[config.mk]
export PLATFORM = sky130hd
export DESIGN_NAME = bram_stream_fifo
export DESIGN_NICKNAME = d
export VERILOG_FILES = /design/src/rtl/csi_fifo_pkg.sv /design/src/rtl/bram_stream_fifo.sv
export SDC_FILE = /design/constraint.sdc
export NUM_CORES = 1
export LEC_CHECK = 0
export BUFFER_PORTS_ARGS = -buffer_cell sky130_fd_sc_hd__buf_2
export CAP_MARGIN = 40
export CORE_MARGIN = 10
export CORE_UTILIZATION = 50
export DETAILED_ROUTE_END_ITERATION = 10
export GPL_ROUTABILITY_DRIVEN = 0
export MAX_ROUTING_LAYER = met4
export PLACE_DENSITY_LB_ADDON = 0.08
export SLEW_MARGIN = 20
export SYNTH_ARGS = -nofsm -noshare
export SYNTH_HDL_FRONTEND = slang
export SYNTH_SLANG_ARGS = --single-unit
[constraint.sdc]
create_clock -name clk_in -period 6.91 [get_ports clk_in]
set_input_delay 1.382 -clock clk_in [delete_from_list [all_inputs] [get_ports clk_in]]
set_output_delay 1.382 -clock clk_in [all_outputs]
set_load 0.01 [all_outputs]
[src/rtl/csi_fifo_pkg.sv]
`default_nettype none
// ============================================================================
// csi_fifo_pkg : shared sizing helper and default geometry for stream FIFOs
// Revision    : 1.0
// ============================================================================
package csi_fifo_pkg;

  localparam int c_default_depth        = 8;
  localparam int c_default_width        = 33;
  localparam int c_default_afull_margin = 3;

  // Occupancy needs one bit beyond the pointer so that "full" is representable.
  function automatic int count_width(input int depth);
    return $clog2(depth) + 1;
  endfunction

endpackage
`default_nettype wire

[src/rtl/bram_stream_fifo.sv]
`default_nettype none
// ============================================================================
// bram_stream_fifo : AXI-Stream register FIFO with almost-full and sticky overflow
//                    Optional tlast sideband: define BRAM_STREAM_FIFO_TLAST_EN
// Revision         : 1.0
// ============================================================================
module bram_stream_fifo
  import csi_fifo_pkg::*;
#(
  parameter int DEPTH        = c_default_depth,
  parameter int WIDTH        = c_default_width,
  parameter int AFULL_MARGIN = c_default_afull_margin
) (
  input  logic                           clk_in,
  input  logic                           rst_n_in,
  input  logic                           flush_in,
  input  logic                           s_axis_tvalid,
  input  logic [WIDTH-1:0]               s_axis_tdata,
`ifdef BRAM_STREAM_FIFO_TLAST_EN
  input  logic                           s_axis_tlast,
  output logic                           m_axis_tlast,
`endif
  output logic                           s_axis_tready,
  output logic                           m_axis_tvalid,
  output logic [WIDTH-1:0]               m_axis_tdata,
  input  logic                           m_axis_tready,
  output logic [count_width(DEPTH)-1:0]  count_out,
  output logic                           afull_out,
  output logic                           overflow_out
);

  localparam int c_ptr_w = $clog2(DEPTH);
  localparam int c_cnt_w = count_width(DEPTH);
`ifdef BRAM_STREAM_FIFO_TLAST_EN
  localparam int c_ent_w = WIDTH + 1;
`else
  localparam int c_ent_w = WIDTH;
`endif
  localparam logic [c_cnt_w-1:0] c_full_cnt = c_cnt_w'(DEPTH);
  localparam logic [c_cnt_w-1:0] c_afull_th = c_cnt_w'(DEPTH - AFULL_MARGIN);

  logic [c_ent_w-1:0] r_mem [DEPTH];
  logic [c_ptr_w-1:0] r_rd_ptr;
  logic [c_ptr_w-1:0] r_wr_ptr;
  logic [c_cnt_w-1:0] r_count;
  logic               r_overflow;

  logic               w_full;
  logic               w_empty;
  logic               w_push;
  logic               w_pop;
  logic               w_wr_en;
  logic [c_ent_w-1:0] w_wr_entry;
  logic [c_ent_w-1:0] w_head;

  assign w_full  = (r_count == c_full_cnt);
  assign w_empty = (r_count == '0);
  assign w_push  = s_axis_tvalid & ~w_full;
  assign w_pop   = ~w_empty & m_axis_tready;
  assign w_wr_en = w_push & ~flush_in & rst_n_in;

`ifdef BRAM_STREAM_FIFO_TLAST_EN
  assign w_wr_entry = {s_axis_tlast, s_axis_tdata};
`else
  assign w_wr_entry = s_axis_tdata;
`endif

  always_ff @(posedge clk_in) begin
    if (!rst_n_in) begin
      r_rd_ptr   <= '0;
      r_wr_ptr   <= '0;
      r_count    <= '0;
      r_overflow <= 1'b0;
    end else if (flush_in) begin
      // Flush empties the queue but keeps the sticky overflow history.
      r_rd_ptr <= '0;
      r_wr_ptr <= '0;
      r_count  <= '0;
    end else begin
      if (w_push) r_wr_ptr <= r_wr_ptr + c_ptr_w'(1);
      if (w_pop)  r_rd_ptr <= r_rd_ptr + c_ptr_w'(1);
      case ({w_push, w_pop})
        2'b10:   r_count <= r_count + c_cnt_w'(1);
        2'b01:   r_count <= r_count - c_cnt_w'(1);
        default: r_count <= r_count;
      endcase
      if (s_axis_tvalid && w_full) r_overflow <= 1'b1;
    end
  end

  always_ff @(posedge clk_in) begin
    if (w_wr_en) r_mem[r_wr_ptr] <= w_wr_entry;
  end

  // Head is forced to zero when empty so the unreset array never shows through.
  assign w_head = w_empty ? '0 : r_mem[r_rd_ptr];

  assign s_axis_tready = ~w_full;
  assign m_axis_tvalid = ~w_empty;
  assign m_axis_tdata  = w_head[WIDTH-1:0];
`ifdef BRAM_STREAM_FIFO_TLAST_EN
  assign m_axis_tlast  = w_head[WIDTH];
`endif
  assign count_out     = r_count;
  assign afull_out     = (r_count >= c_afull_th);
  assign overflow_out  = r_overflow;

endmodule
`default_nettype wire

==> run_results.csv <==
group,metric,value,unit
status,status,"finished, final reports clean",
clocking,cts_tree,"built",
clocking,cts_sinks,278,
final_layout,nets,642,
drt,vias,5005,
sta,max_freq,245,MHz
clocking,cts_buffers,29,
hold_path,hold_path_class,"flip-flop to flip-flop",
synth,yosysSeqAreaShare,76.0,%
clocking,cts.clk_slew.worst_paths,60,ps
global_route,grt_pass1_vias,5514,
critical_path,worstSetupPathType,"flip-flop to output pin",
final_layout,nFillCells,1558,
synth,syn_avg_cell_area,21.5,µm²
drt,drt_iter0_drc,204,
floorplanning,dieHeight,167,µm
final_layout,final_cell_mix,"264 x edfxtp_1, 78 x buf_2, 66 x mux4_2",
drt,routed_via_density,5.57,
clocking,cts_hold_buf,0,
power_and_ir_drop,ir_worst_vdd,0.189,mV
power_and_ir_drop,internal_power,2.75,mW
final_layout,final_common_cell,"edfxtp_1",
final_layout,area.growth.synth_to_final,15.3,%
clocking,cts_root_buffer,"clkbuf_16",
clocking,cts.htree.levels,1,
global_route,grt_max_degree,38,
clocking,clock_path_buffers,3,
sta,tns,0,ps
drt,wl_per_cell,22.5,µm
synth,synthDistinctLibCells,39,
critical_path,end_kind,"output pin",
clocking,postCtsSetupBuffers,0,
sta,max_slew_margin,51.6,%
floorplanning,die_x,167,µm
critical_path,reg2reg_slack,4080,ps
floorplanning,num_io_pins,79,
critical_path,worstPathArrival,2700,ps
synth,netlist_instances,501,
global_route,antenna_found_initial,3,
drt,drc,0,
power_and_ir_drop,p_sw_share,19.6,%
sta,worstMarginPinSlew,726,ps
power_and_ir_drop,p_seq_share,54.5,%
drt,dr.pass1.iters,4,
synth,synth_top_flop_cell,"edfxtp_1",
sta,hold_viol,0,
sta,skew,6.57,ps
power_and_ir_drop,p_sw,669,µW
power_and_ir_drop,p_comb_share,3.6,%
clocking,insertion_delay,520,ps
critical_path,cp_data_required_time,5530,ps
power_and_ir_drop,p_leak,3.99,nW
synth,ys_ff_latch,278,
floorplanning,core_area,21200,µm²
place,place_inst,843,
sta,period_needed,4080,ps
sta,setup_viol,0,
synth,yosys_warnings,0,
drt,drtAntennaViolNets,0,
floorplanning,start_util,51.0,%
power_and_ir_drop,clkPwrFrac,41.9,%
sta,post-route-period-util,59.1,%
sta,rsz0062_at_grt,"no",
synth,synth_edf_count,264,
final_layout,drive_above_1_share,35.1,%
flow_run,max-cap-violations,0,
power_and_ir_drop,powerDensity,274,nW/µm²
critical_path,cp-start-kind,"flip-flop",
place,portBuffers,78,
critical_path,crit_fanout,28,
synth,syn-cell-area,10800,µm²
global_route,grt_pass1_wl,32000,µm
clocking,cts.repair.resized,0,
floorplanning,die_area,27900,µm²
synth,syn_nets,544,
synth,async_flop_share,0,%
floorplanning,std_cell_rows,53,
sta,report.final.slew_viol_count,0,
place,dp_hpwl,11600,µm
global_route,grt.total_usage,14.9,%
global_route,gr-total-overflow,0,
drt,wl,20200,µm
final_layout,fin_cells,899,
[synth_stat cells (2+ instances only)]
| cell | count | area share [%] |
|---|---|---|
| nor2_1 | 49 | 1.7 |
| o21ai_0 | 3 | 0.14 |
| ha_1 | 5 | 0.58 |
| nand2b_1 | 4 | 0.23 |
| buf_4 | 2 | 0.14 |
| mux4_2 | 66 | 14 |
| nand3_1 | 3 | 0.14 |
| a21oi_1 | 2 | 0.093 |
| buf_6 | 6 | 0.63 |
| nand2_1 | 3 | 0.10 |
| dlygate4sd1_1 | 3 | 0.24 |
| buf_2 | 10 | 0.46 |
| dfxtp_1 | 14 | 2.6 |
| xor2_1 | 6 | 0.49 |
| clkbuf_1 | 4 | 0.14 |
| edfxtp_1 | 264 | 73 |
| mux2i_1 | 35 | 3.2 |
[flip-flops by register name, summed over array words and instances, names as in the netlist, named ones only]
register	count
r_mem	264
overflow_out	1
r_wr_ptr	3
r_rd_ptr	3
count_out	4
[through the flow]
stage	util [%]	hold WS, ps	total power, mW	instance area (µm²)	worst slack (ps)
after floorplan	-	485	1.96	10800	2460
after global placement	54.4	442	2.02	11500	2900
after detailed placement	54.6	473	2.02	11500	3280
after CTS	58.8	487	3.45	12400	2720
after global routing	58.8	504	3.53	12400	2600
final	58.8	485	3.41	12400	2830
[routing by layer]
layer	vias to the layer above	GRT usage (%)	part of all wire, %
met3	26	2.71	3.9
met2	104	24.7	50
met5	-	-	0
met4	0	3.51	1.7
met1	2619	18.9	44
li1	2256	-	-
[final cells by class]
| type | instances | area [µm²] | area share [%] |
|---|---|---|---|
| multi-input cells | 196 | 2460 | 19.8 |
| clock inverters | 17 | 134 | 1.08 |
| inverters | 2 | 7.51 | 0.0603 |
| well taps | 275 | 344 | 2.77 |
| clock buffers | 36 | 752 | 6.04 |
| repair buffers | 92 | 520 | 4.18 |
| flip-flops and latches | 278 | 8220 | 66.0 |
| diodes | 3 | 7.51 | 0.0603 |
[cells by family after synthesis]
logic type	share of synthesized area, %
flip-flops	76.0
multiplexers	17.0
AND/OR/NAND/NOR	3.40
AO/OA/AOI/OAI	0.638
buffers and inverters	1.68
adder cells (fa/ha/maj)	0.580
XOR/XNOR	0.638
[power by group through the flow]
| stage | registers, mW | clock network, mW | logic, mW |
|---|---|---|---|
| floorplan | 1.89 | 0 | 0.0699 |
| global placement | 1.90 | 0 | 0.120 |
| detailed placement | 1.90 | 0 | 0.127 |
| CTS | 1.86 | 1.46 | 0.127 |
| global route | 1.86 | 1.53 | 0.137 |
| finish | 1.86 | 1.43 | 0.124 |
[critical path, cell delays in order, from the launching register on]
cell	delay (ps)
dfxtp_4	750
buf_4	440
mux4_2	550
mux2i_1	170
nor2_1	80
buf_2	170
[worst paths after layout]
path	end	from	cells after the start
worst max-delay path	m_axis_tdata[1]	flip-flop	5
worst min-delay path	overflow_out$_SDFFE_PN0P_	overflow_out$_SDFFE_PN0P_	1
worst max register to register	count_out[2]$_SDFFE_PP0P_	count_out[0]$_SDFFE_PP0P_	11
worst min register to register	overflow_out$_SDFFE_PN0P_	overflow_out$_SDFFE_PN0P_	1
(Power assumes the default switching activity.)
